===== src/rtl/aluc_pkg.sv =====
// aluc_pkg: shared opcode, function-field, ALU-control and FSM-state definitions for pipe_aluc.
package aluc_pkg;
  localparam logic [1:0] OP_ADD = 2'b00;
  localparam logic [1:0] OP_SLT = 2'b01;
  localparam logic [1:0] OP_R   = 2'b10;
  localparam logic [1:0] OP_SUB = 2'b11;
  localparam logic [5:0] F_ADD   = 6'b100000;
  localparam logic [5:0] F_ADDU  = 6'b100001;
  localparam logic [5:0] F_SUB   = 6'b100010;
  localparam logic [5:0] F_SUBU  = 6'b100011;
  localparam logic [5:0] F_AND   = 6'b100100;
  localparam logic [5:0] F_OR    = 6'b100101;
  localparam logic [5:0] F_XOR   = 6'b100110;
  localparam logic [5:0] F_NOR   = 6'b100111;
  localparam logic [5:0] F_SLT   = 6'b101010;
  localparam logic [5:0] F_SLTU  = 6'b101011;
  localparam logic [5:0] F_SLL   = 6'b000000;
  localparam logic [5:0] F_SRL   = 6'b000010;
  localparam logic [5:0] F_SRA   = 6'b000011;
  localparam logic [5:0] F_MULT  = 6'b011000;
  localparam logic [5:0] F_MULTU = 6'b011001;
  localparam logic [5:0] F_DIV   = 6'b011010;
  localparam logic [5:0] F_DIVU  = 6'b011011;
  typedef enum logic [3:0] {
    AC_AND, AC_OR, AC_ADD, AC_XOR, AC_NOR, AC_ADDU, AC_SUB, AC_SLT,
    AC_SLTU, AC_SUBU, AC_SLL, AC_SRL, AC_SRA, AC_MULT, AC_DIV, AC_NOP
  } aluc_e;
  typedef enum logic {S_IDLE, S_BUSY} state_e;
endpackage


===== src/rtl/aluc_decode.sv =====
// aluc_decode: combinational aluop/func to ALU-control decode with mult/div classification.
module aluc_decode
  import aluc_pkg::*;
#(
  parameter bit ENABLE_MD = 1'b1
) (
  input  logic [1:0] aluop,
  input  logic [5:0] func,
  output aluc_e      aluc,
  output logic       illegal,
  output logic       is_mult,
  output logic       is_div
);
  always_comb begin
    aluc = AC_NOP;
    illegal = 1'b0;
    is_mult = 1'b0;
    is_div = 1'b0;
    case (aluop)
      OP_ADD: aluc = AC_ADD;
      OP_SLT: aluc = AC_SLT;
      OP_SUB: aluc = AC_SUB;
      default:
        case (func)
          F_ADD:  aluc = AC_ADD;
          F_ADDU: aluc = AC_ADDU;
          F_SUB:  aluc = AC_SUB;
          F_SUBU: aluc = AC_SUBU;
          F_AND:  aluc = AC_AND;
          F_OR:   aluc = AC_OR;
          F_XOR:  aluc = AC_XOR;
          F_NOR:  aluc = AC_NOR;
          F_SLT:  aluc = AC_SLT;
          F_SLTU: aluc = AC_SLTU;
          F_SLL:  aluc = AC_SLL;
          F_SRL:  aluc = AC_SRL;
          F_SRA:  aluc = AC_SRA;
          F_MULT, F_MULTU: begin
            aluc = ENABLE_MD ? AC_MULT : AC_NOP;
            illegal = !ENABLE_MD;
            is_mult = ENABLE_MD;
          end
          F_DIV, F_DIVU: begin
            aluc = ENABLE_MD ? AC_DIV : AC_NOP;
            illegal = !ENABLE_MD;
            is_div = ENABLE_MD;
          end
          default: illegal = 1'b1;
        endcase
    endcase
  end
endmodule


===== src/rtl/pipe_aluc.sv =====
// pipe_aluc: registered ALU-control stage with valid/ready output slot and multi-cycle mult/div sequencing.
module pipe_aluc
  import aluc_pkg::*;
#(
  parameter int ALUC_W      = 4,
  parameter int MULT_CYCLES = 4,
  parameter int DIV_CYCLES  = 32,
  parameter bit ENABLE_MD   = 1'b1
) (
  input  logic              clk,
  input  logic              rst_n,
  input  logic              in_valid,
  output logic              in_ready,
  input  logic [1:0]        aluop,
  input  logic [5:0]        func,
  input  logic              flush,
  output logic              out_valid,
  input  logic              out_ready,
  output logic [ALUC_W-1:0] aluc,
  output logic              illegal,
  output logic              md_start,
  output logic              md_busy,
  output logic              md_abort
);
  localparam int MAXC = (MULT_CYCLES > DIV_CYCLES) ? MULT_CYCLES : DIV_CYCLES;
  localparam int CW = $clog2(MAXC + 1);
  aluc_e dec_aluc, aluc_q, aluc_d;
  logic dec_ill, dec_mult, dec_div, accept, md_acc;
  state_e state_q, state_d;
  logic [CW-1:0] cnt_q, cnt_d;
  logic out_valid_q, out_valid_d, illegal_q, illegal_d, div_q, div_d;
  logic md_start_q, md_start_d, md_abort_q, md_abort_d;
  aluc_decode #(.ENABLE_MD(ENABLE_MD)) u_dec (
    .aluop(aluop), .func(func), .aluc(dec_aluc),
    .illegal(dec_ill), .is_mult(dec_mult), .is_div(dec_div)
  );
  assign in_ready = (state_q == S_IDLE) && (!out_valid_q || out_ready) && !flush;
  assign accept = in_valid && in_ready;
  assign md_acc = accept && (dec_mult || dec_div);
  // Flush outranks everything; BUSY never overlaps a live output beat, so no accept check there.
  always_comb begin
    state_d = state_q;
    cnt_d = cnt_q;
    out_valid_d = out_valid_q && !out_ready;
    aluc_d = aluc_q;
    illegal_d = illegal_q;
    div_d = div_q;
    md_start_d = 1'b0;
    md_abort_d = 1'b0;
    if (flush) begin
      out_valid_d = 1'b0;
      if (state_q == S_BUSY) begin
        state_d = S_IDLE;
        cnt_d = '0;
        md_abort_d = 1'b1;
      end
    end else if (state_q == S_BUSY) begin
      cnt_d = cnt_q - 1'b1;
      if (cnt_q == CW'(1)) begin
        state_d = S_IDLE;
        out_valid_d = 1'b1;
        aluc_d = div_q ? AC_DIV : AC_MULT;
        illegal_d = 1'b0;
      end
    end else if (md_acc) begin
      md_start_d = 1'b1;
      state_d = S_BUSY;
      cnt_d = dec_div ? CW'(DIV_CYCLES) : CW'(MULT_CYCLES);
      div_d = dec_div;
    end else if (accept) begin
      out_valid_d = 1'b1;
      aluc_d = dec_aluc;
      illegal_d = dec_ill;
    end
  end
  always_ff @(posedge clk or negedge rst_n) begin
    if (!rst_n) begin
      state_q <= S_IDLE;
      cnt_q <= '0;
      out_valid_q <= 1'b0;
      aluc_q <= AC_NOP;
      illegal_q <= 1'b0;
      div_q <= 1'b0;
      md_start_q <= 1'b0;
      md_abort_q <= 1'b0;
    end else begin
      state_q <= state_d;
      cnt_q <= cnt_d;
      out_valid_q <= out_valid_d;
      aluc_q <= aluc_d;
      illegal_q <= illegal_d;
      div_q <= div_d;
      md_start_q <= md_start_d;
      md_abort_q <= md_abort_d;
    end
  end
  assign out_valid = out_valid_q;
  assign aluc = ALUC_W'(aluc_q);
  assign illegal = illegal_q;
  assign md_start = md_start_q;
  assign md_busy = (state_q == S_BUSY);
  assign md_abort = md_abort_q;
endmodule

===== config.mk =====
export PLATFORM = sky130hd
export DESIGN_NAME = pipe_aluc
export DESIGN_NICKNAME = d
export VERILOG_FILES = /design/src/rtl/aluc_pkg.sv /design/src/rtl/aluc_decode.sv /design/src/rtl/pipe_aluc.sv
export SDC_FILE = /design/constraint.sdc
export NUM_CORES = 1
export LEC_CHECK = 0
export BUFFER_PORTS_ARGS = -buffer_cell sky130_fd_sc_hd__buf_2
export CORE_ASPECT_RATIO = 1.4
export CORE_MARGIN = 3
export CORE_UTILIZATION = 50
export CTS_BUF_LIST = sky130_fd_sc_hd__clkbuf_4 sky130_fd_sc_hd__clkbuf_8
export DETAILED_ROUTE_END_ITERATION = 8
export GPL_ROUTABILITY_DRIVEN = 0
export PLACE_DENSITY = 0.78
export SLEW_MARGIN = 20
export SYNTH_ARGS = -nofsm -noshare
export SYNTH_HDL_FRONTEND = slang
export SYNTH_HIERARCHICAL = 1
export SYNTH_SLANG_ARGS = --single-unit

===== constraint.sdc =====
create_clock -name clk -period 3.2 [get_ports clk]
set_input_delay 0 -clock clk [delete_from_list [all_inputs] [get_ports clk]]
set_output_delay 0 -clock clk [all_outputs]
set_load 0.01 [all_outputs]

; Word level (Yosys, flattened, before mapping)
; Cells that the tools add are included.
[op_classes]
addsub = 1
eq_ne = 22
muxes = 35
n_bitwise = 2
n_reduce_logical = 21
[ops]
columns = operator, n
row1 = "== test 6 bit, second input constant", 10
row2 = one-hot mux 4 bit (15 select lines), 1
row3 = two-way mux 6 bit, 5
row4 = "== test 6 x 5 -> 1 bit, second input constant", 4
row5 = two-way mux 1 bit, 23
row6 = OR reduction 17 bit, 1
row7 = two-way mux 4 bit, 4
row8 = "== test 6 x 2 -> 1 bit, second input constant", 2
row9 = one-hot mux 4 bit (3 select lines), 1
row10 = "== test 6 x 1 -> 1 bit, second input constant", 1
row11 = zero test 6 bit, 1
row12 = "inequality test 2 x 1 -> 1 bit, second input constant", 3
row13 = "subtractor 6 x 1 -> 6 bit, second input constant", 1
row14 = logical AND 1 bit, 5
row15 = AND reduction 4 bit, 1
row16 = nonzero test 2 bit, 2
row17 = OR reduction 2 bit, 2
row18 = zero test 1 bit, 3
row19 = AND reduction 3 bit, 1
row20 = OR reduction 3 bit, 1
row21 = "== test 2 x 1 -> 1 bit, second input constant", 1
row22 = "== test 2 bit, second input constant", 1
row23 = zero test 2 bit, 1
row24 = logical OR 1 bit, 2
row25 = 3 further kinds, 4
[totals]
register_bits = 16
inputBits = 13
out_inout_bits = 10
word_cells = 89

; Longest topological paths before layout
; Gate-level depths: netlist (run 1).
[depth]
depth_word = 9
depth_mapped = 8
depth_no_buf = 7

; Cells and area by module
; The synthesis (run 1) kept the hierarchy.
[by_module_without_submodules]
columns = mod, n_inst, cells_each, area_per_inst_um2, seq_area_each_um2
row1 = pipe_aluc, 1, 73, 854.6, 405.4
row2 = aluc_decode, 1, 46, 286.5, 0.0

; Worst setup path after synthesis (run 1)
; Ideal clock, no wire load.
[synth_timing]
kind = input to register
start = in func[5]
end = reg aluc_q[0] (netlist: aluc[0])
setup_time_ps = 82
arrival_time_ps = 1526
required_time_ps = 3118
path_slack_ps = 1592
stages = 7
n_path_buf = 1
cell_sequence = clkbuf_1 and3b_1 and3_1 nor3_2 nand4_4 a21oi_4 mux2_4
[synth_via]
elab_chain_len = 8
word_cells_on_any_way = 32
classes_between = eq/ne: 17 / mux: 9 / reduce/logical: 6
[synth_rtl]
columns = element, line
row1 = start: declaration, pipe_aluc.sv:15  ; input logic [5:0] func,
row2 = == test 6 x 5 -> 1 bit, aluc_decode.sv:24  ; case (func)
row3 = OR reduction 2 bit (*), aluc_decode.sv:24
row4 = two-way mux 1 bit (*), aluc_decode.sv:24
row5 = two-way mux 1 bit (*), aluc_decode.sv:19  ; case (aluop)
row6 = named net dec_div, pipe_aluc.sv:28  ; logic dec_ill, dec_mult, dec_div, accept, md_acc;
row7 = logical OR 1 bit (*), pipe_aluc.sv:39  ; assign md_acc = accept && (dec_mult || dec_div);
row8 = logical AND 1 bit (*), pipe_aluc.sv:39
row9 = inequality test 2 x 1 -> 1 bit (no line) (*), --
row10 = AND reduction 4 bit (no line) (*), --
row11 = end signal: assignment, pipe_aluc.sv:90  ; aluc_q <= aluc_d;
row12 = end: declaration, pipe_aluc.sv:27  ; aluc_e dec_aluc, aluc_q, aluc_d;
; Mark *: on every way through the listed nets, which the timed path passes. The rest lies on a longest branch. The select of a mux whose other input is x is not followed.
; A chain may end at the register's enable or synchronous reset.

; Worst setup path in the final report (run 1)
[layout_timing]
start = reg state_q (netlist: md_busy)
end = reg aluc_q[1] (netlist: aluc[1])
[layout_via]
elab_chain_len = 7
word_cells_on_any_way = 10
classes_between = eq/ne: 2 / mux: 1 / bitwise: 1 / reduce/logical: 6
[layout_rtl]
columns = element, line
row1 = start: declaration, pipe_aluc.sv:29  ; state_e state_q, state_d;
row2 = start signal: assignment, pipe_aluc.sv:87  ; state_q <= state_d;
row3 = inverter 1 bit (no line), --
row4 = logical AND 1 bit (2 in series), pipe_aluc.sv:37  ; assign in_ready = (state_q == S_IDLE) && (!out_valid_q || out_ready) && !flush;
row5 = logical AND 1 bit, pipe_aluc.sv:38  ; assign accept = in_valid && in_ready;
row6 = logical AND 1 bit, pipe_aluc.sv:39
row7 = inequality test 2 x 1 -> 1 bit (no line), --
row8 = AND reduction 4 bit (no line), --
; Several ways; a longest one is shown, not always the timed one.

==> flow_summary.ini, run 1 <==
[sta]
tightest_slew_ps = 515
rsz0062_at_grt = false
period_share_pct = 53.6
period_minus_slack_ps = 1720
fmax_mhz = 583
setup_tns_ps = 0
finalSetupViolCount = 0
fin_skew_ps = 4.06
slew_headroom_pct = 65.5
drv_slew = 0
hold_viol = 0

[drt]
vias_per_cell = 6.13
drt_wl_total_mm = 2.39
ant_nets = 0
firstDrtPassIters = 4
wl_met1_um = 919
dr.max_layer_used = met4
route.met2.wl_mm = 1.33
vias = 980
drt-initial-drc-count = 33
route.detailed.drc = 0
wl_met3_um = 87
wire_per_inst_um = 14.9

[cts]
path_clk_slew_ps = 90
tritoncts = yes
cts_buffers = 3
cts_hold_buf = 1
htreeDepth = 1
clkLatencyLatePin_ps = 290
cts_resized = 0
cts_setup_buffers = 0
clock_path_buffers = 2
cts_root_buf = clkbuf_4
clkSinkCount = 16

[placement]
portBuffers = 22
hpwl_mm = 1.87

[die]
core_um2 = 2070
fp.dieW_um = 46.4
dieArea_um2 = 2900
initial_core_util_pct = 55.2
die-height_um = 62.5
io_pins = 23
core.rowCount = 19

[final_layout]
n_antenna_cell = 0
syn2layout_area_growth_pct = 11.5
fillCellCount = 177
nets = 155
drive_gt1_share_pct = 31.7

[global_route]
grt_pass1_vias = 989
antenna_found_initial = 0
grt.overflow.total = 0
grt_pass1_wl_mm = 4.20
grtUsageTotal_pct = 19.2
grt_max_degree = 17

[critical_path]
critPathCaptureType = register
cp_max_fo = 13
worstSetupPathDepth = 4
cp-start-kind = register
path_class = reg -> reg
cp.arrival_ps = 1940
worst-path-buf-inv = 0
critPathSlowestCell = dfrtp_1
cpLargestDelayFamily = flip-flops
cp.required_ps = 3430
critPathMaxStageDelay_ps = 570
r2r_cells = 4
crit_path_cell_trace = nor3_2 > nand4_4 > a21oi_4 > mux2_4

[logic_synthesis]
yosys_register_bits = 16
synth_edf_count = 0
synthFlopType = dfrtp_1
netlist_instances = 119
syn_area_um2 = 1140
yosys_warnings = 6
syn-num-nets = 134
synth_cell_types = 48
async_flop_share_pct = 100
syn_area_per_cell_um2 = 9.59
yosysSeqAreaShare_pct = 35.5

[run_status]
status = finished clean

[worst_hold_path]
hold_path_class = in -> reg
hold_depth = 2

[pwr]
power_density_nw_per_um2 = 387
total_power_uw = 493
vdd_ir_drop_max_mv = 0.230
p_leak_uw = 0.000611

[run]
maxCapViolations = 0
[cell families (layout without fill, tap and decap cells)]
family / Yosys count / after routing / synth area share [%]
xor gates and xnor gates: 3 / 3 / 2.30
muxes: 5 / 5 / 5.37
buffers and inverters: 14 / 34 / 6.80
and+or+nand+nor: 45 / 45 / 26.1
DFF: 16 / 16 / 35.5
AOI/OAI and AO/OA: 33 / 33 / 20.7
adders and majority gates: 3 / 3 / 3.18
[routing by layer]
layer  GRT usage, %  vias up
li1               -      474
met3           2.59        5
met2           35.2       26
met1           19.7      475
met4           8.54        0
met5              0        -
[worst reg2reg max path: stages (launching register included)]
cell	delay (ps)
dfrtp_1	570
nor3_2	330
nand4_4	190
a21oi_4	240
mux2_4	320
[stage by stage]
step                hold WS, ps  std cells  area [um^2]  utilization, %  worst slack [ps]
floorplan                  -296        119         1140               -              1590
global placement          -77.0        155         1230            59.3              1540
detailed placement        -64.6        155         1230            59.3              1510
CTS                        10.1        160         1270            61.5              1500
global route               28.6        160         1270            61.5              1400
finish                     15.7        160         1270            61.5              1480
[cell type report]
cell class,instances,area [um^2],area share [%]
inverters,7,26.3,2.06
clock buffers,4,36.3,2.85
repair buffers,23,120,9.44
multi-input cells,89,658,51.7
flip-flops and latches,16,405,31.9
well taps,21,26.3,2.06
[where the power goes]
| group | internal, uW | switching [uW] | total [uW] |
|---|---|---|---|
| Clock | 69.4 | 66.4 | 136 |
| Sequential | 225 | 13.4 | 239 |
| Combinational | 54.9 | 63.6 | 119 |
| Total | 350 | 143 | 493 |
[flip-flops by register name, indices dropped and copies added, names as in the netlist]
register and flops:
aluc 4, cnt_q 6, div_q 1, illegal 1, md_abort 1, md_busy 1
md_start 1, out_valid 1
[cells in the final DEF, fill, tap and decap left out, drive strengths merged, types with 4 or more instances in the layout]
cell type	Yosys	layout
buf	4	22
dfrtp	12	12
nor2b	7	7
inv	7	7
nand2b	7	7
o21ai	6	6
nor2	6	6
nor3	6	6
a31oi	5	5
nand2	5	5
a21oi	5	5
nand3	4	4
dfstp	4	4
clkbuf	3	4
[path summary, 6_finish.rpt]
path                               from        end  slack, ps
worst min register to register    div_q      div_q        520
worst max-delay path            md_busy    aluc[1]       1480
worst max register to register  md_busy    aluc[1]       1480
worst min-delay path              flush  out_valid         20
min in group asynchronous         rst_n   md_abort        140
max in group asynchronous         rst_n    aluc[0]       2750
[Yosys cell counts (all sizes together) (2+ instances only)]
master,number,area share (%)
dfrtp,12,26
inv,7,2.3
a21oi,5,3.2
buf,4,3.4
or3,2,1.1
a211oi,3,2.0
nand4,3,3.0
mux2,3,3.6
and2,2,1.1
mux2i,2,1.8
xor2,3,2.3
a31oi,5,2.7
a21o,2,1.3
clkbuf,3,1.1
nor3,6,4.1
ha,2,2.2
nor2,6,2.2
nand2b,7,4.1
nand2,5,1.6
o21ai,6,2.6
dfstp,4,9.2
o22a,2,1.8
nand3,4,1.8
nor2b,7,3.8
Power figures use the tool's default switching activity.
==> run 2, diff against run 1 <==
- ABC_AREA: unset -> 1
- PLACE_DENSITY: 0.78 -> 0.77
- clock period: 3.2 -> 1.6 ns (I/O delays scaled with it)
==> run 2 against run 1 <==
  * Global-route usage rose by 1.6 points
  * Via count increased by 21%
  * Die area increased by 1.7%
  * Sequential share of layout area shrank 2.1 points
  * Wire length is 13% higher
  * Synthesized cell count grew 45%
  * Sequential power grew 110%
  * Count of clock-buffer cells in the layout unchanged
==> flow_summary.ini, run 2 <==
[logic_synthesis]
syn_area_per_cell_um2 = 6.77
synth_edf_count = 0
synth_area_leaders = dfrtp_1 26%, nand2_1 15%, dfstp_2 9.0%
yosysSeqAreaShare_pct = 34.8
netlist_instances = 172
yosys_register_bits = 16
synthFlopType = dfrtp_1
yosysTopAreaCell = dfrtp_1
async_flop_share_pct = 100
synth.most_common_cell = nand2_1
synth_cell_types = 24
syn-num-nets = 187
yosys_warnings = 6
yosys.area.top_type_share_pct = 25.8
syn_area_um2 = 1160
synthTopCellsByCount = 47 x nand2_1, 23 x nor2_1, 15 x inv_1

[drt]
firstDrtPassIters = 5
route.detailed.drc = 0
wire_per_inst_um = 12.1
vias = 1190
drt_wl_total_mm = 2.70
vias_per_cell = 5.34
ant_nets = 0
drt-initial-drc-count = 28

[critical_path]
cp-start-kind = register
cp.required_ps = 1800
path_class = reg -> reg
cp_max_fo = 7
critPathCaptureType = register
cp.arrival_ps = 1600

[sta]
fmax_mhz = 717
fin_skew_ps = 11.2
slew_headroom_pct = 75.8
period_share_pct = 87.2
rsz0062_at_grt = false
setup_tns_ps = 0
finalSetupViolCount = 0
tightest_slew_ps = 363
drv_slew = 0
hold_viol = 0
period_minus_slack_ps = 1400

[die]
dieArea_um2 = 2950
core.rowCount = 20
initial_core_util_pct = 52.8
io_pins = 23
die-height_um = 63.1
fp.dieW_um = 46.8
core_um2 = 2200

[cts]
clkSinkCount = 16
clkLatencyLatePin_ps = 280
htreeDepth = 1
tritoncts = yes
cts_root_buf = clkbuf_4
cts_buffers = 3
clock_path_buffers = 2
cts_setup_buffers = 0
path_clk_slew_ps = 100

[global_route]
grtUsageTotal_pct = 20.8
grt_pass1_wl_mm = 4.75
grt.overflow.total = 0
antenna_found_initial = 0
grt_pass1_vias = 1177
grt_max_degree = 17

[run]
maxCapViolations = 0

[final_layout]
fillCellCount = 219
final_cell_mix = 47 x nand2_1, 22 x nor2_1, 22 x buf_2
top_register = cnt_q
largest_reg_flops = 6
multi_input_area_um2 = 667
n_antenna_cell = 0
final_common_cell = nand2_1
drive_gt1_share_pct = 30.3
seqCellArea_um2 = 405
syn2layout_area_growth_pct = 17.0
nets = 217

[pwr]
p_leak_uw = 0.000752
swShare_pct = 33.7
power_density_nw_per_um2 = 784
p_switching_uw = 360
combinationalPowerShare_pct = 29.6
pwr-share-clk_pct = 22.5
total_power_uw = 1070
vdd_ir_drop_max_mv = 0.403
power_frac_seq_pct = 47.9
internal_power_uw = 707

[worst_hold_path]
hold_path_class = in -> reg

[run_status]
status = finished clean

[placement]
hpwl_mm = 2.21
portBuffers = 22
-- run 2: cell types whose count changed after synthesis, sizes merged, moves of 4 or more --
cell and change:
a21oi +4, a31oi -5, inv +16, nand2 +50, nand2b -7, nand3 +12, nor2 +23, nor2b -7
-- run 2: metal layers --
metal / global-route usage, % / vias to the layer above / part of all wire (%)
met3: 1.43 / 12 / 4.1
li1: - / 609 / -
met4: 9.69 / 0 / 3.5
met5: 0 / - / 0
met2: 37.4 / 42 / 53
met1: 22.9 / 527 / 39
-- run 2: cell families (layout without fill, tap and decap cells) --
logic type,Yosys count,in the layout,share of synthesized area (%)
AO/OA/AOI/OAI,21,21,10.1
XOR/XNOR,2,2,1.51
adder cells (fa/ha/maj),2,2,2.15
buffers and inverters,24,53,8.06
flip-flops,16,16,34.8
AND/OR/NAND/NOR,107,107,43.3
-- run 2: timing repair --
| action | CTS | global route |
|---|---|---|
| hold buffers | 2 | 0 |
| endpoints found under the setup margin | 0 | 1 |
| endpoints found under the hold margin | 17 | 0 |
| resized for setup | 0 | 1 |
-- run 2: layout make-up --
type                       count  area share [%]
multi-input combinational    132            49.0
tap                           22            2.02
sequential                    16            29.8
inverter                      23            6.34
timing repair buffer          26            10.7
clock buffer                   4            2.21
-- run 2: critical path, stage by stage (launching register included) --
cell and delay, ps:
dfrtp_1 400, inv_1 100, ha_1 160, nand2_1 70
nor2_2 140, nand3_2 140, nand2_4 130, nor2_1 50
a21oi_1 120
-- run 2: path summary, 6_finish.rpt --
kind / start / endpoint / depth (start not counted) / slack, ps
max: cnt_q[1] / illegal / 8 / 200
min: aluop[0] / aluc[2] / 5 / 70
max reg2reg: cnt_q[1] / illegal / 8 / 200
min reg2reg: aluc[1] / aluc[1] / 2 / 490
max in group asynchronous: rst_n / aluc[1] / 2 / 1140
min in group asynchronous: rst_n / cnt_q[5] / 2 / 140
-- run 2: stage by stage --
| stage | setup slack [ps] | std cells | util, % | hold WS [ps] | instance area [um^2] |
|---|---|---|---|---|---|
| 6_report | 205 | 223 | 61.8 | 70.8 | 1360 |
| 5_1_grt | 50.2 | 223 | 61.8 | 107 | 1360 |
| 4_1_cts | 191 | 223 | 61.7 | 65.1 | 1360 |
| 3_5_place_dp | 109 | 217 | 59.4 | -72.9 | 1310 |
| 3_3_place_gp | 207 | 217 | 59.4 | -78.4 | 1310 |
| 2_1_floorplan | 315 | 172 | - | -296 | 1160 |
-- run 2: power by group through the flow --
stage	logic [uW]	clock network (uW)	registers, uW
6_report	316	240	511
5_1_grt	364	262	520
4_1_cts	316	243	511
3_5_place_dp	311	0	519
3_3_place_gp	302	0	515
2_1_floorplan	195	0	526
==> run 3, diff against run 2 <==
- PLACE_DENSITY: 0.77 -> 0.78
- SYNTH_HIERARCHICAL: 1 -> unset
==> run 3 against run 2 <==
  * Synthesized cell count shrank 8.1%
  * Cell area shrank 2.3%
  * Non-clock buffer count is 2 higher
  * Combinational power shrank 8.9%
  * Largest cell class unchanged
  * Register-to-register slack lost 40 ps
  * Critical endpoint is now aluc[1]
  * Clock power is 11% higher
  * Via count shrank 5.4%
  * Critical path depth fell by 1
  * Core utilization increased by 4.0 points
==> flow_summary.ini, run 3 <==
[critical_path]
cp-start-kind = register
cp-startpoint = md_busy
critPathCapture = aluc[1]
r2r_setup_slack_ps = 170
critPathCaptureType = register
r2r_cells = 7
cp.arrival_ps = 1670
path_class = reg -> reg
cp.required_ps = 1830
cp_max_fo = 6
timing.rr.start = md_busy
r2r_end = aluc[1]

[final_layout]
utilization_pct = 65.8
final_cell_mix = 39 x nand2_1, 22 x inv_1, 22 x buf_2
fillCellCount = 183
drive_gt1_share_pct = 25.8
nets = 206
final_common_cell = nand2_1
top_register = cnt_q
syn2layout_area_growth_pct = 20.9
n_antenna_cell = 0
largest_reg_flops = 6

[global_route]
antenna_found_initial = 0
grt_max_degree = 17
grt_pass1_wl_mm = 4.44
grt_pass1_vias = 1074
grtUsageTotal_pct = 21.6
grt.overflow.total = 0

[run_status]
status = finished clean

[drt]
route.detailed.drc = 0
vias = 1126
vias_per_cell = 5.34
ant_nets = 0
drt-initial-drc-count = 36
drt_wl_total_mm = 2.59
wl_met3_um = 82
route.met2.wl_mm = 1.43
wire_per_inst_um = 12.3
firstDrtPassIters = 4
wl_met1_mm = 1.01
dr.max_layer_used = met4

[sta]
period_share_pct = 89.6
tightest_slew_ps = 402
rsz0062_at_grt = false
finalSetupViolCount = 0
fin_skew_ps = 5.08
holdWs_ps = 38.4
setup_tns_ps = 0
slew_headroom_pct = 73.1
fmax_mhz = 698
drv_slew = 0
period_minus_slack_ps = 1430
hold_viol = 0
setup_ws_ps = 166

[die]
die-height_um = 61.5
dieArea_um2 = 2810
core.rowCount = 19
fp.dieW_um = 45.6
core_um2 = 2020
io_pins = 23
initial_core_util_pct = 54.4

[logic_synthesis]
syn_area_per_cell_um2 = 6.96
synth_area_leaders = dfrtp_1 27%, nand2_1 13%, dfstp_2 9.6%
async_flop_share_pct = 100
syn-num-nets = 173
yosysTopAreaCell = dfrtp_1
synth_cell_types = 24
synthFlopType = dfrtp_1
netlist_instances = 158
synth.most_common_cell = nand2_1
syn_area_um2 = 1100
yosys_warnings = 0
synthTopCellsByCount = 39 x nand2_1, 22 x inv_1, 21 x nor2_1
synth_edf_count = 0
yosys.area.top_type_share_pct = 27.3
yosys_register_bits = 16
yosysSeqAreaShare_pct = 36.9

[pwr]
p_switching_uw = 332
combinationalPowerShare_pct = 27.3
power_frac_seq_pct = 47.4
total_power_uw = 1050
pwr-share-clk_pct = 25.3
vdd_ir_drop_max_mv = 0.470
swShare_pct = 31.5
p_leak_uw = 0.000735
power_density_nw_per_um2 = 793
internal_power_uw = 722

[cts]
path_clk_slew_ps = 100
tritoncts = yes
clkSinkCount = 16
cts_root_buf = clkbuf_4
cts_buffers = 3
cts_setup_buffers = 0
htreeDepth = 1
clkLatencyLatePin_ps = 290
clock_path_buffers = 2

[worst_hold_path]
hold_path_class = in -> reg

[placement]
post-place-ws_ps = 183
hpwl_mm = 2.09
portBuffers = 22

[run]
maxCapViolations = 0
run 3: power by group through the flow:
stage | Sequential (uW) | Combinational [uW] | Clock (uW)
2_1_floorplan | 517 | 173 | 0
3_3_place_gp | 507 | 275 | 0
3_5_place_dp | 509 | 281 | 0
4_1_cts | 501 | 290 | 271
5_1_grt | 506 | 333 | 290
6_report | 500 | 288 | 266
run 3: per-stage QoR:
step,cell area [um^2],std cells
floorplan,1100,158
detailed placement,1250,203
global placement,1250,203
finish,1330,211
CTS,1330,211
global route,1330,211
run 3: repair_timing:
| action | 4_1_cts | 5_1_grt |
|---|---|---|
| setup endpoints to repair | 0 | 1 |
| gates resized for setup | 0 | 1 |
| hold buffers | 4 | 0 |
| hold endpoints to repair | 18 | 0 |
run 3: cells by family (layout without fill, tap and decap cells):
| group | after synthesis | count (layout) | share of synthesized area [%] |
|---|---|---|---|
| buffers and inverters | 27 | 59 | 9.22 |
| adder cells (fa/ha/maj) | 2 | 2 | 2.27 |
| AND/OR/NAND/NOR | 90 | 90 | 38.3 |
| flip-flops | 16 | 16 | 36.9 |
| AO/OA/AOI/OAI | 20 | 20 | 10.9 |
| XOR/XNOR | 3 | 3 | 2.39 |
run 3: layer usage:
layer,vias up,track usage [%]
li1,571,-
met1,522,22.6
met2,27,40.1
met3,6,1.75
met4,0,13.4
met5,-,0
run 3: cell type report:
class	instances	area, um^2	share of cell area [%]
inverters	27	101	7.62
multi-input cells	115	596	44.8
clock buffers	4	36.3	2.73
repair buffers	28	165	12.4
well taps	21	26.3	1.98
flip-flops and latches	16	405	30.5
run 3: worst max-delay path: stages (launching register included):
cell and delay (ps):
dfrtp_1 420, nor4_4 330, nand2_2 130, a21oi_4 230
inv_2 80, nor2_2 80, nand2_1 50, nand2_1 50
run 3: worst min path at each step:
stage	start	endpoint	slack [ps]	cells after the start
final	out_ready	out_valid	40	4
after global routing	out_ready	out_valid	60	4
after CTS	out_ready	out_valid	30	4
after detailed placement	rst_n	cnt_q[2]	-70	1
after global placement	rst_n	cnt_q[2]	-80	1
after floorplan	rst_n	cnt_q[0]	-300	0
